**src/rtl/cnt_regbank_if.sv**
```systemverilog
// Host bus between the CPU-side master and the counter register bank.
// One access per cycle on cs; read data and status come back one cycle later.
interface cnt_regbank_if;
    logic        cs;
    logic        rw;
    logic [7:0]  addr;
    logic [31:0] wdata;
    logic [3:0]  be;
    logic [31:0] rdata;
    logic        rvalid;
    logic        err;

    modport master (output cs, rw, addr, wdata, be, input rdata, rvalid, err);
    modport slave  (input cs, rw, addr, wdata, be, output rdata, rvalid, err);
endinterface

```
**src/rtl/cnt_regbank.sv**
```systemverilog
// Control/status register bank for N8 8-bit loadable and N32 32-bit free-running
// counters: byte-enable writes, load/clear pulses, coherent 32-bit snapshot, registered reads.
module cnt_regbank #(
    parameter int N8  = 6,
    parameter int N32 = 4
) (
    input  logic              clk,
    input  logic              xrst,
    cnt_regbank_if.slave      bus,
    output logic [N8-1:0]     en8,
    output logic [N8-1:0]     ld8,
    output logic [8*N8-1:0]   val8,
    input  logic [8*N8-1:0]   cnt8,
    output logic [N32-1:0]    en32,
    output logic [N32-1:0]    clr32,
    input  logic [32*N32-1:0] cnt32
);
    localparam int N8W = (N8 + 3) / 4;

    localparam logic [7:0] ADDR_EN8   = 8'h00;
    localparam logic [7:0] ADDR_LD8   = 8'h01;
    localparam logic [7:0] ADDR_EN32  = 8'h02;
    localparam logic [7:0] ADDR_CLR32 = 8'h03;
    localparam logic [7:0] ADDR_SNAP  = 8'h04;

    logic [N8-1:0]      en8_q, en8_d, ld8_q, ld8_d;
    logic [8*N8-1:0]    val8_q, val8_d;
    logic [N32-1:0]     en32_q, en32_d, clr32_q, clr32_d;
    logic [32*N32-1:0]  shadow_q;
    logic [31:0]        rdata_q, rd_val, bmask;
    logic               rvalid_q, err_q;
    logic [32*N8W-1:0]  val8_pad, cnt8_pad;
    logic               wr_ok, rd_ok, acc_wr, acc_rd, bad, snap;
    int                 vw, sj;

    assign bmask = {{8{bus.be[3]}}, {8{bus.be[2]}}, {8{bus.be[1]}}, {8{bus.be[0]}}};
    assign vw    = int'(bus.addr[2:0]);
    assign sj    = int'(bus.addr[3:0]);

    // Words are padded to whole 32-bit words; bytes past the last channel read 0.
    always_comb begin
        // NOTE: every combinational output gets a default first so no path can infer a latch.
        val8_pad = '0;
        cnt8_pad = '0;
        val8_pad[8*N8-1:0] = val8_q;
        cnt8_pad[8*N8-1:0] = cnt8;
    end

    always_comb begin
        wr_ok  = 1'b0;
        rd_ok  = 1'b0;
        rd_val = '0;
        if (bus.addr == ADDR_EN8) begin
            wr_ok = 1'b1;
            rd_ok = 1'b1;
            rd_val[N8-1:0] = en8_q;
        end else if (bus.addr == ADDR_LD8 || bus.addr == ADDR_CLR32) begin
            wr_ok = 1'b1;
            rd_ok = 1'b1;
        end else if (bus.addr == ADDR_EN32) begin
            wr_ok = 1'b1;
            rd_ok = 1'b1;
            rd_val[N32-1:0] = en32_q;
        end else if (bus.addr == ADDR_SNAP) begin
            wr_ok = 1'b1;
        end else if (bus.addr[7:3] == 5'h01 && vw < N8W) begin
            wr_ok  = 1'b1;
            rd_ok  = 1'b1;
            rd_val = val8_pad[32*vw +: 32];
        end else if (bus.addr[7:3] == 5'h02 && vw < N8W) begin
            rd_ok  = 1'b1;
            rd_val = cnt8_pad[32*vw +: 32];
        end else if (bus.addr[7:4] == 4'h2 && sj < N32) begin
            rd_ok  = 1'b1;
            rd_val = shadow_q[32*sj +: 32];
        end
    end

    assign acc_wr = bus.cs & bus.rw & wr_ok & (bus.be != 4'b0000);
    assign acc_rd = bus.cs & ~bus.rw & rd_ok;
    assign bad    = bus.cs & ~acc_wr & ~acc_rd;

    always_comb begin
        en8_d   = en8_q;
        val8_d  = val8_q;
        en32_d  = en32_q;
        ld8_d   = '0;
        clr32_d = '0;
        snap    = 1'b0;
        if (acc_wr) begin
            if (bus.addr == ADDR_EN8)
                en8_d = (en8_q & ~bmask[N8-1:0]) | (bus.wdata[N8-1:0] & bmask[N8-1:0]);
            else if (bus.addr == ADDR_LD8)
                ld8_d = bus.wdata[N8-1:0] & bmask[N8-1:0];
            else if (bus.addr == ADDR_EN32)
                en32_d = (en32_q & ~bmask[N32-1:0]) | (bus.wdata[N32-1:0] & bmask[N32-1:0]);
            else if (bus.addr == ADDR_CLR32)
                clr32_d = bus.wdata[N32-1:0] & bmask[N32-1:0];
            else if (bus.addr == ADDR_SNAP)
                snap = 1'b1;
            else
                for (int i = 0; i < 4; i++)
                    if (4*vw + i < N8 && bus.be[i])
                        val8_d[8*(4*vw + i) +: 8] = bus.wdata[8*i +: 8];
        end
    end

    always_ff @(posedge clk) begin
        // NOTE: state is updated with non-blocking assignments so every register samples pre-edge values.
        if (xrst) begin
            en8_q    <= '0;
            ld8_q    <= '0;
            val8_q   <= '0;
            en32_q   <= '0;
            clr32_q  <= '0;
            // NOTE: the shadow bank is small and must read 0 after reset, so it is reset like any register.
            shadow_q <= '0;
            rdata_q  <= '0;
            rvalid_q <= 1'b0;
            err_q    <= 1'b0;
        end else begin
            en8_q    <= en8_d;
            ld8_q    <= ld8_d;
            val8_q   <= val8_d;
            en32_q   <= en32_d;
            clr32_q  <= clr32_d;
            rvalid_q <= acc_rd;
            err_q    <= bad;
            if (snap)
                shadow_q <= cnt32;
            if (acc_rd)
                rdata_q <= rd_val;
        end
    end

    assign en8        = en8_q;
    assign ld8        = ld8_q;
    assign val8       = val8_q;
    assign en32       = en32_q;
    assign clr32      = clr32_q;
    assign bus.rdata  = rdata_q;
    assign bus.rvalid = rvalid_q;
    assign bus.err    = err_q;
endmodule

```
**src/flat_wrapper.sv**
```systemverilog
// flat-port wrapper written by rule: the top's interface ports become plain ports
module cnt_regbank_flat 
#(
    parameter int N8  = 6,
    parameter int N32 = 4
)
  (clk, xrst, en8, ld8, val8, cnt8, en32, clr32, cnt32, bus_cs, bus_rw, bus_addr, bus_wdata, bus_be, bus_rdata, bus_rvalid, bus_err);
  cnt_regbank_if bus_i ();
  input  logic clk;
  input  logic xrst;
  output logic [N8-1:0] en8;
  output logic [N8-1:0] ld8;
  output logic [8*N8-1:0] val8;
  input  logic [8*N8-1:0] cnt8;
  output logic [N32-1:0] en32;
  output logic [N32-1:0] clr32;
  input  logic [32*N32-1:0] cnt32;
  input wire logic [$bits(bus_i.cs)-1:0] bus_cs;
  input wire logic [$bits(bus_i.rw)-1:0] bus_rw;
  input wire logic [$bits(bus_i.addr)-1:0] bus_addr;
  input wire logic [$bits(bus_i.wdata)-1:0] bus_wdata;
  input wire logic [$bits(bus_i.be)-1:0] bus_be;
  output wire logic [$bits(bus_i.rdata)-1:0] bus_rdata;
  output wire logic [$bits(bus_i.rvalid)-1:0] bus_rvalid;
  output wire logic [$bits(bus_i.err)-1:0] bus_err;
  assign bus_i.cs = bus_cs;
  assign bus_i.rw = bus_rw;
  assign bus_i.addr = bus_addr;
  assign bus_i.wdata = bus_wdata;
  assign bus_i.be = bus_be;
  assign bus_rdata = bus_i.rdata;
  assign bus_rvalid = bus_i.rvalid;
  assign bus_err = bus_i.err;
  cnt_regbank #(.N8(N8), .N32(N32)) u_core (.clk(clk), .xrst(xrst), .bus(bus_i), .en8(en8), .ld8(ld8), .val8(val8), .cnt8(cnt8), .en32(en32), .clr32(clr32), .cnt32(cnt32));
endmodule
```
**config.mk**
```make
export PLATFORM = sky130hd
export DESIGN_NAME = cnt_regbank_flat
export DESIGN_NICKNAME = d
export VERILOG_FILES = /design/src/rtl/cnt_regbank_if.sv /design/src/rtl/cnt_regbank.sv /design/src/flat_wrapper.sv
export SDC_FILE = /design/constraint.sdc
export NUM_CORES = 1
export LEC_CHECK = 0
export ABC_AREA = 0
export CAP_MARGIN = 20
export CORE_MARGIN = 4
export CORE_UTILIZATION = 40
export CTS_CLUSTER_DIAMETER = 120
export CTS_CLUSTER_SIZE = 40
export DETAILED_ROUTE_END_ITERATION = 12
export PLACE_DENSITY = 0.71
export SLEW_MARGIN = 20
export SYNTH_ARGS = -nofsm -noshare
export SYNTH_HDL_FRONTEND = slang
export SYNTH_SLANG_ARGS = --single-unit
```
**constraint.sdc**
```tcl
create_clock -name clk -period 4.66 [get_ports clk]
set_clock_uncertainty 0.15 [all_clocks]
set_input_delay 0.932 -clock clk [delete_from_list [all_inputs] [get_ports clk]]
set_output_delay 0.932 -clock clk [all_outputs]
set_load 0.02 [all_outputs]
```
# Word-level counts from Yosys, hierarchy flattened
# Cells that the tools add are included.
dict set report totals {
  register_bits 230
  in_bits 224
  output_inout_bits 102
  word_cells 131
}
dict set report op_classes {
  add_sub_neg 7
  magnitude_cmp 6
  n_eq_ne 7
  shifts 11
  mux 53
  bitwise_logic 23
  reduce_logical 15
}
# cell count
set op_table {}
lappend op_table {{$mux W48} 22}
lappend op_table {{$bwmux W48} 4}
lappend op_table {{$shift A8 B33 Y48 const A} 4}
lappend op_table {{$shiftx A8 B33 Y48} 4}
lappend op_table {{$mux W32} 5}
lappend op_table {{$shiftx A128 B10 Y32} 1}
lappend op_table {{$shiftx A64 B9 Y32} 2}
lappend op_table {{$neg A32 Y33} 3}
lappend op_table {{$lt A32 B4 Y1 const B} 3}
lappend op_table {{$neg A8 Y33} 1}
lappend op_table {{$mux W28} 1}
lappend op_table {{$mux W26} 1}
lappend op_table {{$mux W1} 18}
lappend op_table {{$eq A8 B2 Y1 const B} 2}
lappend op_table {{$add A5 B2 Y6 const B} 2}
lappend op_table {{$and A6 B6 Y6} 2}
lappend op_table {{$and A4 B4 Y4} 2}
lappend op_table {{$eq A8 B1 Y1 const B} 1}
lappend op_table {{$eq A8 B3 Y1 const B} 1}
lappend op_table {{$logic_not A8 Y1} 1}
lappend op_table {{$not A1 Y1} 8}
lappend op_table {{$and A1 B1 Y1} 7}
lappend op_table {{$logic_and A1 B1 Y1} 7}
lappend op_table {{$add A5 B1 Y6 const B} 1}
lappend op_table {{other kinds (19)} 19}

# Depth between registers and ports, before layout
dict set report logic_depth {
  ltp_word 28
  mapped_depth 15
  ltp_nobuf 8
}

# Least setup slack after synthesis
# No wires, ideal clock.
dict set report synth_timing {
  path_type {in2reg}
  startpoint {input port bus_addr[0]}
  endpoint {register u_core.val8_q[0], in the netlist u_core.val8[0]}
  setup_ns 0.070
  t_arrival_ns 3.833
  t_required_ns 4.440
  slack_ns 0.606
  path_stages 13
  path_buffers 6
  path_cell_list {buf_2 -> buf_2 -> buf_4 -> buf_2 -> buf_2 -> inv_1 -> ha_1 -> ha_1 -> nor2_1 -> and4_1 -> clkbuf_1 -> nand3_1 -> a21oi_1}
}
dict set report synth_between {
  elab_chain_cells 28
  elab_cells_between_ends 70
  cone_classes {add/sub: 7; order compare: 5; eq/ne: 4; shift: 8; mux: 31; bitwise: 7; reduce/logical: 8}
}
# element line_no
set synth_lines {}
lappend synth_lines {{start, declared} flat_wrapper.sv:20} ;# input wire logic [$bits(bus_i.addr)-1:0] bus_addr;
lappend synth_lines {{$neg A8 Y33} cnt_regbank.sv:104} ;# val8_d[8*(4*vw + i) +: 8] = bus.wdata[8*i +: 8];
lappend synth_lines {{$shiftx A8 B33 Y48 or $shift A8 B33 Y48 (tied branches)} cnt_regbank.sv:104}
lappend synth_lines {{$bwmux W48} cnt_regbank.sv:104}
lappend synth_lines {{$mux W48} cnt_regbank.sv:103} ;# if (4*vw + i < N8 && bus.be[i])
lappend synth_lines {{$mux W48} cnt_regbank.sv:99} ;# else if (bus.addr == ADDR_SNAP)
lappend synth_lines {{$mux W48} cnt_regbank.sv:97} ;# else if (bus.addr == ADDR_CLR32)
lappend synth_lines {{$mux W48} cnt_regbank.sv:95} ;# else if (bus.addr == ADDR_EN32)
lappend synth_lines {{$mux W48} cnt_regbank.sv:93} ;# else if (bus.addr == ADDR_LD8)
lappend synth_lines {{(+12 left out)} -}
lappend synth_lines {{$mux W48} cnt_regbank.sv:99}
lappend synth_lines {{$mux W48} cnt_regbank.sv:97}
lappend synth_lines {{$mux W48} cnt_regbank.sv:95}
lappend synth_lines {{$mux W48} cnt_regbank.sv:93}
lappend synth_lines {{$mux W48} cnt_regbank.sv:91} ;# if (bus.addr == ADDR_EN8)
lappend synth_lines {{$mux W48} cnt_regbank.sv:90} ;# if (acc_wr) begin
lappend synth_lines {{$bwmux W48} cnt_regbank.sv:104}
lappend synth_lines {{$mux W48} cnt_regbank.sv:103}
lappend synth_lines {{end signal, assigned} cnt_regbank.sv:124} ;# val8_q <= val8_d;
lappend synth_lines {{end, declared} cnt_regbank.sv:27} ;# logic [8*N8-1:0] val8_q, val8_d;
# Several ways; a longest one is shown, not always the timed one. The select of a mux whose other input is x is not followed.
# A chain may end at the register's enable or synchronous reset.

# Worst setup path after layout
dict set report layout_timing {
  startpoint {input port bus_addr[2]}
  endpoint {register u_core.rdata_q[23], in the netlist u_core.bus.rdata[23]}
}
dict set report layout_between {
  elab_chain_cells 10
  elab_cells_between_ends 29
  cone_classes {order compare: 2; eq/ne: 4; shift: 3; mux: 14; bitwise: 1; reduce/logical: 5}
}
# element line_no
set layout_lines {}
lappend layout_lines {{parallel branches: the longest is 10 deep, another holds $shiftx A128 B10 Y32} -}
lappend layout_lines {{end signal, assigned} cnt_regbank.sv:132} ;# rdata_q <= rd_val;
lappend layout_lines {{end, declared} cnt_regbank.sv:30} ;# logic [31:0] rdata_q, rd_val, bmask;
# Several ways; the timed one is not identified.

==> results by group <==
Clock tree
  – TritonCTS Buffers: 9
  – Root buf cell: clkbuf_16
  – Clock latency at the later pin of the worst-skew pair: approximately 0.48 ns
  – Maximum root-to-sink buffer count: 3
  – Post-CTS Setup Repair Bufs: 0
  – CTS tree: yes
  – Clock-pin slew on the worst setup and hold paths: about 0.14 ns
  – Sink Count: 230
  – Htree depth: 1
  – Post-CTS resize count: 0
  – Hold Buf Count CTS: 0

Power
  – Leak Pwr: 0.004744 uW
  – Switching share of power: 22.83%
  – Reg power frac: 60.0%
  – PwrDens: 242.7 nW/um2
  – Cell Int Power: about 2500 uW
  – Net Switching: around 750 uW
  – Logic pwr share: a little over a tenth
  – VDD IR max: ~0.27 mV
  – Clock power frac: about 30%

Placed design
  – Pre-CTS WS: slightly above 0.7 ns
  – DP HPWL: roughly 24000 um
  – Placed Area: between 10000 and 15000 um2
  – RePlAce Congestion: around 0.88
  – Buffers on Ports: 325

STA
  – Crit path time final: 3.458 ns
  – Tcrit/Tclk final: around three quarters
  – Slew @ Worst Pin: just over 1 ns
  – Rel. slew slack: a little under a third
  – RSZ-0062 raised after global routing: false
  – Setup WS post-layout: between 1 and 1.5 ns
  – Final Hold Vio Count: 0
  – Final-report max-slew violation count: 0
  – Setup Viol. Count Final: 0
  – TNS Setup: 0 ns
  – Achievable Freq: 289.1 MHz

Synth
  – Share of the synthesized area in the top cell type: between 40% and 50%
  – Synth area leader: dfxtp_1
  – Synth unique cells: 44
  – Ys async rst share: 0%
  – Syn_area_per_cell: 8.863 um2
  – Post-synth EDFFs: 0
  – Synth warn: 0
  – Top cells by instance count after synthesis: nand2_1 (291), dfxtp_1 (230), a21oi_1 (144)
  – Post-synth top flop: dfxtp_1
  – Top cells by area, synth: dfxtp_1 (47%), nand2_1 (11%), a21oi_1 (7.3%)
  – Syn Nets: approximately 1300
  – Post-Synthesis Cells: ~1100
  – #FFs+latches synth: 230
  – Post-synthesis sequential area ratio: between 40% and 50%
  – Count leader, synth: nand2_1
  – Post-Synthesis Cell Area: approximately 9900 um2

Drt
  – Wirelength per Cell: about 19 um
  – Drt drc: 0
  – Routed Antenna Nets: 0
  – Detailed Routing Iterations Pass 1: 5
  – Vias per cell: 5.337
  – Total wire length: between 30000 and 40000 um
  – Initial drt markers: between 700 and 800
  – Vias post-DR: approximately 9100

Floorplanning
  – I/O pin cnt: 326
  – Die area: about 27000 um2
  – Initial Util: a little over 40%
  – Die width: around 160 um
  – Die Ht: 165.0 um
  – Rows: 57
  – Core footprint: around 24000 um2

Setup path
  – Crit path max fanout: 19
  – CP startpoint kind: input pin
  – Worst setup startpoint: bus_addr[2]
  – Crit end category: flip-flop
  – Critical path's slowest cell: or4_1
  – Critical Path Max Stage Delay: around 0.75 ns
  – Worst-path cell chain: clkdlybuf4s50_1 > or4_1 > or4_4 > a31oi_4 > buf_4 > nor2_1 > a311oi_1
  – Worst r2r dst: u_core.bus.rdata[6]$_SDFFE_PP0P_
  – Setup crit end: u_core.bus.rdata[23]$_SDFFE_PP0P_
  – Reg2reg path depth: 4
  – Worst Path Arrival: 3.68 ns
  – Crit path required time: about 5 ns
  – Critical path class: input pin to flip-flop
  – Reg-to-reg startpoint: u_core.shadow_q[102]$_SDFFE_PP0P_
  – R2R setup slack: 2.96 ns

Final layout
  – Nets: between 1500 and 2000
  – Post-layout instance area: roughly 14000 um2
  – Area grow syn2layout: 37.48%
  – Layout cell share with drive strength beyond 1: 5.685%

Global route
  – Antenna violations before repair: 2
  – Number of global-route vias before repair: 8619
  – All-Layer GR Usage: roughly 23%
  – Largest net degree at the start of global routing: roughly 150
  – Grt ovf: 0
  – Global-route wire length before repair: 48420 um

Job
  – Max-Cap Viols: 0

Run status
  – Status: finished clean

Min path
  – Hold Path Class: flip-flop to flip-flop
==> stage by stage <==
stage	util [%]	cells	hold slack, ns	total power [uW]
final	55.88	1697	0.3125	3288
after global routing	55.87	1696	0.3317	3404
after CTS	55.86	1696	0.3151	3318
after detailed placement	54.88	1686	0.2929	2357
after global placement	54.88	1686	0.2840	2356
after floorplan	-	1112	0.2831	2120
==> logic make-up (layout without fill, tap and decap cells) <==
| group | count (synthesis) | count (layout) | share of synthesized area (%) |
|---|---|---|---|
| AOI/OAI and AO/OA | 254 | 254 | 15.98 |
| adders and majority gates | 6 | 6 | 0.7617 |
| buffers and inverters | 94 | 354 | 3.821 |
| DFF | 230 | 230 | 46.72 |
| muxes | 100 | 100 | 14.35 |
| other | 0 | 1 | 0 |
| and+or+nand+nor | 428 | 428 | 18.37 |
==> cells in the final DEF (no fill, tap or decap), types with 3 or more instances in the layout <==
cell type / netlist / layout
mux2_2: 10 / 10
and3_1: 5 / 5
a21oi_1: 144 / 144
o21bai_1: 4 / 4
a211o_1: 8 / 8
nand2b_1: 12 / 12
a211oi_1: 11 / 11
clkbuf_16: 0 / 9
a221oi_1: 10 / 10
a31oi_1: 3 / 3
a21o_1: 10 / 10
nor2_1: 63 / 63
a311oi_1: 17 / 17
o21ai_0: 15 / 15
mux2i_1: 58 / 58
and4_1: 4 / 4
nor4_1: 5 / 5
buf_12: 0 / 3
clkdlybuf4s50_1: 0 / 322
a22oi_1: 24 / 24
mux4_2: 32 / 32
ha_1: 6 / 6
nand2_1: 291 / 290
dfxtp_1: 230 / 230
buf_4: 3 / 12
and2_1: 11 / 10
inv_1: 5 / 5
nand3_1: 23 / 23
==> worst min path at each step <==
| stage | end | startpoint | depth (start not counted) |
|---|---|---|---|
| after floorplan | u_core.shadow_q[32]$_SDFFE_PP0P_ | u_core.shadow_q[32]$_SDFFE_PP0P_ | 2 |
| after global placement | u_core.bus.rdata[7]$_SDFFE_PP0P_ | u_core.bus.rdata[7]$_SDFFE_PP0P_ | 1 |
| after detailed placement | u_core.bus.rdata[6]$_SDFFE_PP0P_ | u_core.bus.rdata[6]$_SDFFE_PP0P_ | 1 |
| after CTS | u_core.shadow_q[119]$_SDFFE_PP0P_ | u_core.shadow_q[119]$_SDFFE_PP0P_ | 2 |
| after global routing | u_core.shadow_q[52]$_SDFFE_PP0P_ | u_core.shadow_q[52]$_SDFFE_PP0P_ | 2 |
| final | u_core.shadow_q[67]$_SDFFE_PP0P_ | u_core.shadow_q[67]$_SDFFE_PP0P_ | 2 |
==> flip-flops by register name (all words and copies together), names as in the netlist, named ones only <==
name,count
u_core.clr32,4
u_core.bus.err,1
u_core.bus.rvalid,1
u_core.val8,48
u_core.bus.rdata,32
u_core.shadow_q,128
u_core.ld8,6
==> layout make-up <==
class | instances | area, um2
fillers | 2280 | 10700
multi-input cells | 788 | 4890
flip-flops and latches | 230 | 4604
repair buffers | 339 | 3392
well taps | 324 | 405.4
clock buffers | 9 | 225.2
inverters | 5 | 18.77
clock inverters | 1 | 11.26
diodes | 1 | 2.502
==> critical path, delay by kind of cell <==
family                 cells  cell delay [ns]
AND/OR/NAND/NOR            3             1.37
AO/OA/AOI/OAI              2             0.59
buffers and inverters      2             0.79
==> layer usage <==
| metal | vias to the layer above | GRT usage (%) | wire (um) |
|---|---|---|---|
| li1 | 4401 | - | - |
| met1 | 4283 | 31.14 | 13860 |
| met2 | 335 | 38.13 | 15810 |
| met3 | 34 | 3.244 | 2112 |
| met4 | 4 | 4.461 | 573 |
| met5 | - | 0 | 23 |
==> power by group through the flow <==
stage          Combinational [uW]  Clock [uW]  Sequential, uW
2_1_floorplan                 102           0            2020
3_3_place_gp                  342           0            2010
3_5_place_dp                  342           0            2010
4_1_cts                       344        1000            1970
5_1_grt                       364        1070            1970
6_report                      343         973            1970
Power figures use the tool's default switching activity.
